==> src/rtl/fifo_2clk_pkg.sv <==
// Shared defaults and helpers for the single-clock FIFO and its storage array.
package fifo_2clk_pkg;

    localparam int FIFO_DEPTH  = 8;
    localparam int FIFO_DATA_W = 8;

    // Number of address bits needed to index v entries (v >= 2).
    function automatic int clog2(input int v);
        int r;
        r = 0;
        for (int i = 0; i < 32; i++) begin
            if ((1 << r) < v) r = r + 1;
        end
        return r;
    endfunction

endpackage

==> src/rtl/fifo_2clk_mem.sv <==
// FIFO storage: register array with a synchronous write port and an asynchronous read port.
module fifo_mem
    import fifo_2clk_pkg::*;
#(
    parameter int DEPTH  = FIFO_DEPTH,
    parameter int DATA_W = FIFO_DATA_W,
    parameter int AW     = clog2(DEPTH)
) (
    input  logic              clk,
    input  logic              we_i,
    input  logic [AW-1:0]     waddr_i,
    input  logic [DATA_W-1:0] wdata_i,
    input  logic [AW-1:0]     raddr_i,
    output logic [DATA_W-1:0] rdata_o
);

    logic [DATA_W-1:0] mem_q [DEPTH];

    // Contents are deliberately left unreset; stale words are unreachable once pointers clear.
    always_ff @(posedge clk) begin
        if (we_i) begin
            mem_q[waddr_i] <= wdata_i;
        end
    end

    assign rdata_o = mem_q[raddr_i];

endmodule

==> src/rtl/fifo_2clk.sv <==
// Single-clock FIFO control: pointers, occupancy count, status flags and registered read data.
module fifo_2clk
    import fifo_2clk_pkg::*;
#(
    parameter int FIFOD = FIFO_DEPTH,
    parameter int DATAD = FIFO_DATA_W
) (
    input  logic             clk,
    input  logic             rst,
    input  logic             wr,
    input  logic             rd,
    input  logic [DATAD-1:0] in,
    output logic [DATAD-1:0] out,
    output logic             full,
    output logic             empty
);

    localparam int AW = clog2(FIFOD);
    localparam int CW = AW + 1;

    logic [AW-1:0]    wptr_q, wptr_d;
    logic [AW-1:0]    rptr_q, rptr_d;
    logic [CW-1:0]    cnt_q, cnt_d;
    logic [DATAD-1:0] out_q, out_d;
    logic [DATAD-1:0] mem_rdata;
    logic             wr_acc;
    logic             rd_acc;

    assign full   = (cnt_q == CW'(FIFOD));
    assign empty  = (cnt_q == '0);
    assign wr_acc = wr && !full;
    assign rd_acc = rd && !empty;
    assign out    = out_q;

    fifo_mem #(
        .DEPTH  (FIFOD),
        .DATA_W (DATAD),
        .AW     (AW)
    ) u_mem (
        .clk     (clk),
        .we_i    (wr_acc),
        .waddr_i (wptr_q),
        .wdata_i (in),
        .raddr_i (rptr_q),
        .rdata_o (mem_rdata)
    );

    always_comb begin
        wptr_d = wptr_q;
        rptr_d = rptr_q;
        cnt_d  = cnt_q;
        out_d  = out_q;
        if (wr_acc) begin
            wptr_d = wptr_q + AW'(1);
        end
        if (rd_acc) begin
            rptr_d = rptr_q + AW'(1);
            out_d  = mem_rdata;
        end
        // A simultaneous accepted read and write leaves the occupancy unchanged.
        case ({wr_acc, rd_acc})
            2'b10:   cnt_d = cnt_q + CW'(1);
            2'b01:   cnt_d = cnt_q - CW'(1);
            default: cnt_d = cnt_q;
        endcase
    end

    always_ff @(posedge clk or negedge rst) begin
        if (!rst) begin
            wptr_q <= '0;
            rptr_q <= '0;
            cnt_q  <= '0;
            out_q  <= '0;
        end else begin
            wptr_q <= wptr_d;
            rptr_q <= rptr_d;
            cnt_q  <= cnt_d;
            out_q  <= out_d;
        end
    end

endmodule

==> config.mk <==
export PLATFORM = sky130hd
export DESIGN_NAME = fifo_2clk
export DESIGN_NICKNAME = d
export VERILOG_FILES = /design/src/rtl/fifo_2clk_pkg.sv /design/src/rtl/fifo_2clk_mem.sv /design/src/rtl/fifo_2clk.sv
export SDC_FILE = /design/constraint.sdc
export NUM_CORES = 1
export LEC_CHECK = 0
export CAP_MARGIN = 20
export CORE_AREA = 2 2 94 132
export DETAILED_ROUTE_END_ITERATION = 7
export DIE_AREA = 0 0 96 134
export HOLD_SLACK_MARGIN = 0.05
export PLACE_DENSITY = 0.55
export SETUP_SLACK_MARGIN = 0.2
export SLEW_MARGIN = 30
export SYNTH_ARGS = -nofsm -noshare
export SYNTH_HDL_FRONTEND = slang
export SYNTH_SLANG_ARGS = --single-unit
==> constraint.sdc <==
create_clock -name clk -period 3.3 [get_ports clk]
set_input_delay 0.33 -clock clk [delete_from_list [all_inputs] [get_ports clk]]
set_output_delay 0.33 -clock clk [all_outputs]
set_load 0.01 [all_outputs]
Word level (Yosys, flattened, before mapping)
Memory sizes are Yosys's and may differ from the RTL's. A register that Yosys moved wholly into a read port is not among the register bits.
Cells that the tools add are included.

word-level totals
  register bits = 10
  RAM bits = 64
  input bits = 12
  output and inout port bits = 10
  word-level logic and storage cells = 21
  memories kept = 1

operators by class
  add/subtract/negate cells = 4
  eq/ne operators = 3
  mux-type cells = 3
  reduce and logical (&&, ||, !) cells = 7

memory list
  name         words  bits a word  rd ports  clocked after memory_dff  wr ports  RTL line             text
  u_mem.mem_q  8      8            1         1                         1         fifo_2clk_mem.sv:17  logic [DATA_W-1:0] mem_q [DEPTH];

operator list
  kind                                                                    number
  4-bit one-hot mux with 2 select lines                                   1
  3-bit by 1-bit adder with 3-bit output (second input constant)          2
  4-bit by 1-bit adder with 4-bit output (second input constant)          1
  4-bit equality test (second input constant)                             1
  4-bit logical NOT                                                       1
  4-bit by 1-bit subtractor with 4-bit output (second input constant)     1
  1-bit logical NOT                                                       3
  2-bit by 1-bit equality test with 1-bit output (second input constant)  1
  2-bit equality test (second input constant)                             1
  1-bit logical AND                                                       2
  1-bit two-way mux                                                       2
  2-bit nonzero test                                                      1

Longest topological paths before layout
Gate-level depths: netlist of run 1.

  word-level depth = 5
  gate-level depth with buffers = 10
  gate-level depth less buffers = 9

Modules after synthesis
Synthesis of run 1 repeated with hierarchy kept, for this count alone.

unflattened totals
  cell total of the unflattened synthesis = 196
  area, all modules = 3474.6 um^2

modules (own cells, without submodules)
  module     instances  cells each  area each (um^2)  sequential area each (um^2)
  fifo_mem   1          106         2531.2            1921.8
  fifo_2clk  1          90          943.4             450.4

Worst setup path after synthesis of run 1
OpenSTA, ideal clock, no wires.

  path type = register -> register
  start point = register cnt_q[0]
  end point = register cnt_q[3]
  library setup time = 116 ps
  arrival time = 2241 ps
  data required time = 3184 ps
  setup slack = 943 ps
  stages on the path, launching flop included = 9
  path buffers = 1
  clock period less this slack = 2357 ps
  cells stage by stage = dfrtp_1 > buf_6 > o41ai_4 > inv_2 > ha_1 > ha_1 > a21oi_1 > o21ai_0 > o311ai_0

between the ends
  word-level cells in the longest chain between the ends = 5
  elaborated cells between the ends (all ways) = 12
  classes of those cells = 2 x add/sub; 3 x eq/ne; 1 x mux; 6 x reduce/logical

RTL lines
  element                                                                                RTL line         text
  start, declared                                                                        fifo_2clk.sv:23  logic [CW-1:0] cnt_q, cnt_d;
  start signal, assigned                                                                 fifo_2clk.sv:77  cnt_q <= cnt_d;
  4-bit logical NOT (*)                                                                  fifo_2clk.sv:30  assign empty = (cnt_q == '0);
  1-bit logical NOT (*)                                                                  fifo_2clk.sv:32  assign rd_acc = rd && !empty;
  1-bit logical AND (*)                                                                  fifo_2clk.sv:32
  named net rd_acc                                                                       fifo_2clk.sv:27  logic rd_acc;
  2-bit by 1-bit equality test with 1-bit output or 2-bit equality test (tied branches)  fifo_2clk.sv:61  case ({wr_acc, rd_acc})
  4-bit one-hot mux with 2 select lines or 2-bit nonzero test (tied branches)            --

The timed path passes the listed nets; every way through them passes the cells marked *.
A chain may end at the register's enable or synchronous reset.

Worst setup path after layout of run 1
  start point = register cnt_q[1]
  end point = register cnt_q[3]

The elaborated chain is that of the path after synthesis.

==> Implementation_results.wiki, run 1 <==
{| class="wikitable"
! Metric !! Value
|-
| Global-route wire length before repair || 10250 um
|-
| Die extent in y || 134 um
|-
| Count of vias placed by the detailed router || 1795
|-
| Portion of synthesized cell area occupied by the leading cell type || 56.30%
|-
| EDFF count, synth || 64
|-
| Arrival time of data at the critical path endpoint || 2740 ps
|-
| Detailed-placement wirelength estimate || 4303 um
|-
| Global-route usage over all layers || 11.18%
|-
| Async set-or-reset flop fraction in the synthesized netlist || 21.95%
|-
| Critical register-to-register path endpoint || cnt_q[3]
|-
| Final total negative setup slack || 0 ps
|-
| TritonRoute pass-1 iters || 4
|-
| Worst relative slew slack || 45.61%
|-
| Largest net degree at the start of global routing || 35
|-
| Internal power of the cells || 2.393 mW
|-
| Fin nets || 270
|-
| Top cells by area, synth || edfxtp_1 56%, dfrtp_1 13%, mux2i_1 5.0%, mux2_1 3.3%, nand2_1 2.5%
|-
| Area of all placed cells without fillers || 4061 um2
|-
| Post-synthesis share of cell area spent on full adders, half adders and majority gates || 2.419%
|-
| Worst-path fanout max || 8
|-
| Die Footprint || 12860 um2
|-
| Drt first-iter violations || 67
|-
| Yosys cell types || 34
|-
| Proportion of power drawn by flip-flops and latches || 42.5%
|-
| Fraction of power consumed by combinational cells || 32.0%
|-
| Die W || 96 um
|-
| Period utilisation layout || 76.44%
|-
| Number of clock buffers inserted by TritonCTS || 9
|-
| Layout cell share with drive strength beyond 1 || 13.23%
|-
| Number of buffers added for setup after CTS || 0
|-
| Final setup viols || 0
|-
| H-tree levels || 3
|-
| Starting density of the core || 29.17%
|-
| Hold Path Class || primary input to asynchronous set/reset pin
|-
| Number of cells upsized or downsized after cts || 0
|-
| Simple-Gate Fraction of Synth Area || 6.195%
|-
| Transition time of the tightest slew-check pin || 813.3 ps
|-
| Critical path launch point type || register
|-
| Reported net switching power || 1.125 mW
|-
| Syn_area_per_cell || 15.59 um2
|-
| Skew-Pair Late Insertion Delay || 330 ps
|-
| Capturing element of the worst setup path || cnt_q[3]
|-
| Most instantiated cells after synthesis || 64 x edfxtp_1, 23 x nand2_1, 18 x dfrtp_1, 17 x mux2i_1, 10 x mux2_1
|-
| Core region area || 11700 um2
|-
| Status || complete, no violations
|-
| Compound-gate portion of the synthesized area || 6.855%
|-
| Kind of critical path || register to register
|-
| Clock tree root buffer cell || clkbuf_16
|-
| Total nets after synthesis || 237
|-
| Number of diodes added for antenna fixing || 0
|-
| Count of clock tree sinks || 82
|-
| Dominant combinational cell family by area after synthesis || multiplexers
|-
| Leakage || 1.475 nW
|-
| Clock buffer depth || 2
|-
| Crit. Startpoint || cnt_q[1]
|-
| Row count || 47
|-
| Via-per-instance ratio || 4.443
|-
| Multiplexer share of the synthesized area || 10.26%
|-
| Final WL || 6531 um
|-
| Min Tclk post-route || 2523 ps
|-
| Maximum vdd ir drop || 0.2314 mV
|-
| Hold violation count in the final report || 0
|-
| Most common flop cell mapped by yosys || edfxtp_1
|-
| Layout overhead on the synthesized area || 18.99%
|-
| Flop2flop setup slack || 780 ps
|-
| Syn Std Cell Area || 3413 um2
|-
| Clock transition at the registers of the reported paths || 60 ps
|-
| Worst reg2reg startpoint || cnt_q[1]
|-
| Count of antenna-violating nets left after detailed routing || 0
|-
| Count of final max-slew check failures || 0
|-
| Sequential fraction of the synthesis area || 69.50%
|-
| Number of fill cells in the layout || 1118
|-
| Initial antenna violation count || 0
|-
| Synth Area in XOR/XNOR || 1.283%
|-
| Number of top-level pins || 22
|-
| Via count of the first global-routing pass || 1830
|-
| Gate Count Post-Synth || 219
|-
| Congestion Overflow GR || 0
|-
| CTS tree || built
|-
| Dpl ws || 394.6 ps
|-
| Minimum hold slack || 466.3 ps
|-
| Power density over the cells || 866.2 nW/um2
|-
| Number of design rule violations left after detail routing || 0
|-
| Most used standard cell by instance count after synthesis || edfxtp_1
|-
| Endpoint class of the critical path || register
|-
| Number of flip-flops and latches in the synthesized netlist || 82
|-
| Routed WL per cell || 16.17 um
|-
| Total of warnings raised by yosys || 0
|-
| Switching power share of the total || 31.97%
|-
| Port buffer count || 21
|-
| Top cell type by total area after synthesis || edfxtp_1
|-
| Max-capacitance violation count || 0
|-
| Placer congestion estimate || 0.7196
|-
| Cell Area, Placed || 3782 um2
|-
| Maximum clock frequency || 396.4 MHz
|-
| Worst path setup slack after routing || 777.3 ps
|-
| Clock power frac || 25.5%
|-
| Clock tree skew after final layout || 3.397 ps
|-
| Required time of the critical path || 3520 ps
|-
| Number of hold buffers added after CTS || 0
|-
| Length in cells of the worst reg-to-reg path || 7
|-
| Unrepaired setup endpoints after global routing || false
|}
## power by group through the flow
stage          registers (mW)  clock network [mW]  logic, mW
2_1_floorplan            1.50                   0      0.822
3_3_place_gp             1.51                   0       1.14
3_5_place_dp             1.52                   0       1.14
4_1_cts                  1.50               0.923       1.15
5_1_grt                  1.52               0.970       1.25
6_report                 1.49               0.899       1.13
## area by class of cell
| cell class | instances | area, um2 | area share [%] |
|---|---|---|---|
| multi-input cells | 121 | 922.1 | 22.70 |
| clock inverters | 6 | 32.53 | 0.8010 |
| repair buffers | 31 | 285.3 | 7.024 |
| inverters | 7 | 26.28 | 0.6469 |
| clock buffers | 10 | 239.0 | 5.884 |
| flip-flops and latches | 82 | 2372 | 58.41 |
| well taps | 147 | 183.9 | 4.529 |
## flip-flops by register name, indices dropped and copies added (netlist names)
signal,cells
cnt_q,4
out,8
rptr_q,3
u_mem.mem_q,64
wptr_q,3
## routing by layer
layer | routed length, um | vias up | GRT usage, %
li1 | - | 892 | -
met1 | 2739 | 872 | 13.61
met4 | 96 | 0 | 4.762
met3 | 207 | 7 | 3.371
met2 | 3487 | 24 | 18.13
met5 | 0 | - | 0
## through the flow
stage | power, mW | utilization [%] | std cells
5_1_grt | 3.749 | 34.71 | 404
2_1_floorplan | 2.325 | - | 219
4_1_cts | 3.570 | 34.64 | 403
3_5_place_dp | 2.660 | 32.32 | 387
6_report | 3.518 | 34.71 | 404
3_3_place_gp | 2.643 | 32.32 | 387
## cell families (layout without fill, tap and decap cells)
group                    after synthesis  count (layout)
buffers and inverters                 16              54
AO/OA/AOI/OAI                         31              31
AND/OR/NAND/NOR                       46              46
multiplexers                          33              33
flip-flops                            82              82
adder cells (fa/ha/maj)                6               6
XOR/XNOR                               5               5
## worst max-delay path, stage by stage (launching register included)
cell	delay [ps]
dfrtp_1	450
o41ai_4	580
inv_2	100
ha_1	310
ha_1	300
a21oi_1	210
o21ai_0	130
o311ai_0	330
## how the worst min path moves through the flow
stage | slack, ps | startpoint | to
6_report | 470 | rst | wptr_q[2]
5_1_grt | 510 | out[2] | out[2]
4_1_cts | 490 | out[0] | out[0]
3_5_place_dp | 480 | out[0] | out[0]
3_3_place_gp | 470 | out[6] | out[6]
2_1_floorplan | 30 | rst | cnt_q[0]
## layout by cell type, fill, tap and decap left out, types with 5 or more instances in the layout
cell type | netlist | layout
o21ai_1 | 8 | 8
nand2b_1 | 5 | 5
nor2_1 | 7 | 7
clkbuf_16 | 0 | 9
clkdlybuf4s50_1 | 0 | 21
mux2_2 | 6 | 6
edfxtp_1 | 64 | 64
dfrtp_1 | 18 | 18
mux2i_1 | 17 | 17
a221o_1 | 8 | 8
o22ai_1 | 8 | 8
nand2_1 | 23 | 23
clkinv_2 | 0 | 5
ha_1 | 5 | 5
mux2_1 | 10 | 10
inv_1 | 6 | 6
buf_4 | 1 | 10
No activity file was read; power rests on OpenSTA's default activity.
==> run 2: changes to the inputs <==
- clock period: 3.3 -> 2.4 ns (I/O delays scaled with it)
==> Implementation_results.wiki, run 2 (synthesis gave the netlist of run 1 again) <==
{| class="wikitable"
! Metric !! Value
|-
| Status || complete, no violations
|-
| Min Tclk post-route || 2070 ps
|-
| Transition time of the tightest slew-check pin || 665.1 ps
|-
| Die extent in y || 134 um
|-
| Max-capacitance violation count || 0
|-
| Final WL || 6353 um
|-
| Count of vias placed by the detailed router || 1827
|-
| Layout overhead on the synthesized area || 20.89%
|-
| Crit. Startpoint || cnt_q[1]
|-
| Clock tree root buffer cell || clkbuf_16
|-
| Starting density of the core || 29.17%
|-
| Required time of the critical path || 2640 ps
|-
| Sequential cell area || 2376 um2
|-
| Most frequent standard cell in the layout excluding fill and tap cells || edfxtp_1
|-
| Layout cell share with drive strength beyond 1 || 15.44%
|-
| Placer congestion estimate || 0.6960
|-
| Core region area || 11700 um2
|-
| Routed WL per cell || 15.65 um
|-
| Kind of critical path || register to register
|-
| Via count of the first global-routing pass || 1901
|-
| Skew-Pair Late Insertion Delay || 340 ps
|-
| Count of final max-slew check failures || 0
|-
| Global-route usage over all layers || 10.92%
|-
| Arrival time of data at the critical path endpoint || 2310 ps
|-
| Unrepaired setup endpoints after global routing || false
|-
| CTS tree || built
|-
| Number of clock buffers inserted by TritonCTS || 9
|-
| Worst path setup slack after routing || 329.6 ps
|-
| Fin nets || 273
|-
| Number of flip-flops in the largest register || 64
|-
| Hold violation count in the final report || 0
|-
| Maximum clock frequency || 483.0 MHz
|-
| Worst-path fanout max || 8
|-
| Drt first-iter violations || 59
|-
| Count of antenna-violating nets left after detailed routing || 0
|-
| Critical path launch point type || register
|-
| Clock transition at the registers of the reported paths || 60 ps
|-
| Dpl ws || 241.4 ps
|-
| Initial antenna violation count || 0
|-
| Die W || 96 um
|-
| Final setup viols || 0
|-
| Die Footprint || 12860 um2
|-
| Number of design rule violations left after detail routing || 0
|-
| H-tree levels || 3
|-
| Maximum vdd ir drop || 0.3258 mV
|-
| Port buffer count || 21
|-
| Top reg by flops || u_mem.mem_q
|-
| Clock buffer depth || 2
|-
| Hold Path Class || primary input to asynchronous set/reset pin
|-
| Flop2flop setup slack || 330 ps
|-
| Detailed-placement wirelength estimate || 4321 um
|-
| Number of hold buffers added after CTS || 0
|-
| Number of fill cells in the layout || 1108
|-
| Clock tree skew after final layout || 8.683 ps
|-
| Congestion Overflow GR || 0
|-
| Count of clock tree sinks || 82
|-
| Final total negative setup slack || 0 ps
|-
| Worst relative slew slack || 55.57%
|-
| TritonRoute pass-1 iters || 4
|-
| Endpoint class of the critical path || register
|-
| Number of top-level pins || 22
|-
| Period utilisation layout || 86.27%
|-
| Global-route wire length before repair || 10090 um
|-
| Multi-input logic area || 955.9 um2
|-
| Commonest cells after routing, fill and taps aside || 64 x edfxtp_1, 23 x nand2_1, 21 x clkdlybuf4s50_1
|-
| Power density over the cells || 1200 nW/um2
|-
| Row count || 47
|-
| Leakage || 1.486 nW
|-
| Worst reg2reg startpoint || cnt_q[1]
|-
| Number of diodes added for antenna fixing || 0
|-
| Via-per-instance ratio || 4.500
|-
| Largest net degree at the start of global routing || 28
|}
[run 2: power breakdown]
group	switching, mW	internal (mW)
Clock	0.506	0.792
Combinational	0.822	0.761
Sequential	0.207	1.86
[run 2: critical path, stage by stage, from the launching register on]
cell	delay, ps
dfrtp_2	450
o41ai_4	390
inv_2	100
ha_4	200
ha_1	290
a21oi_2	190
o21ai_1	100
o311ai_1	250
[run 2: timing repair]
action	in CTS	in global routing
endpoints found under the hold margin	0	0
resized for setup	0	3
setup buffers	0	0
endpoints found under the setup margin	0	2
[run 2: final timing paths]
check,to,depth (start not counted)
worst max-delay path,cnt_q[3],7
worst min-delay path,wptr_q[1],2
worst max register to register,cnt_q[3],7
worst min register to register,out[2],2
max in group asynchronous,cnt_q[2],2
min in group clk,out[2],2
[run 2: area by class of cell]
type / instances / share of cell area, %
flip-flops and latches: 82 / 57.58
multi-input cells: 121 / 23.17
well taps: 147 / 4.457
repair buffers: 34 / 7.459
clock buffers: 11 / 5.640
inverters: 7 / 0.6367
clock inverters: 4 / 1.061
[run 2: stage by stage]
stage	hold slack, ps	util [%]	instance area [um2]	instances	total power [mW]
after detailed placement	478.1	32.83	3842	391	3.705
after floorplan	-55.59	-	3443	219	3.234
after global routing	269.0	35.26	4126	406	5.250
after global placement	471.4	32.83	3842	391	3.673
after CTS	236.7	35.20	4119	406	5.008
final	232.2	35.26	4126	406	4.951
[run 2: layer usage]
layer | vias up | part of all wire [%] | global-route usage, %
li1 | 897 | - | -
met4 | 0 | 2.9 | 6.667
met2 | 27 | 51 | 17.98
met3 | 11 | 2.3 | 2.247
met5 | - | 0 | 0
met1 | 892 | 44 | 12.80
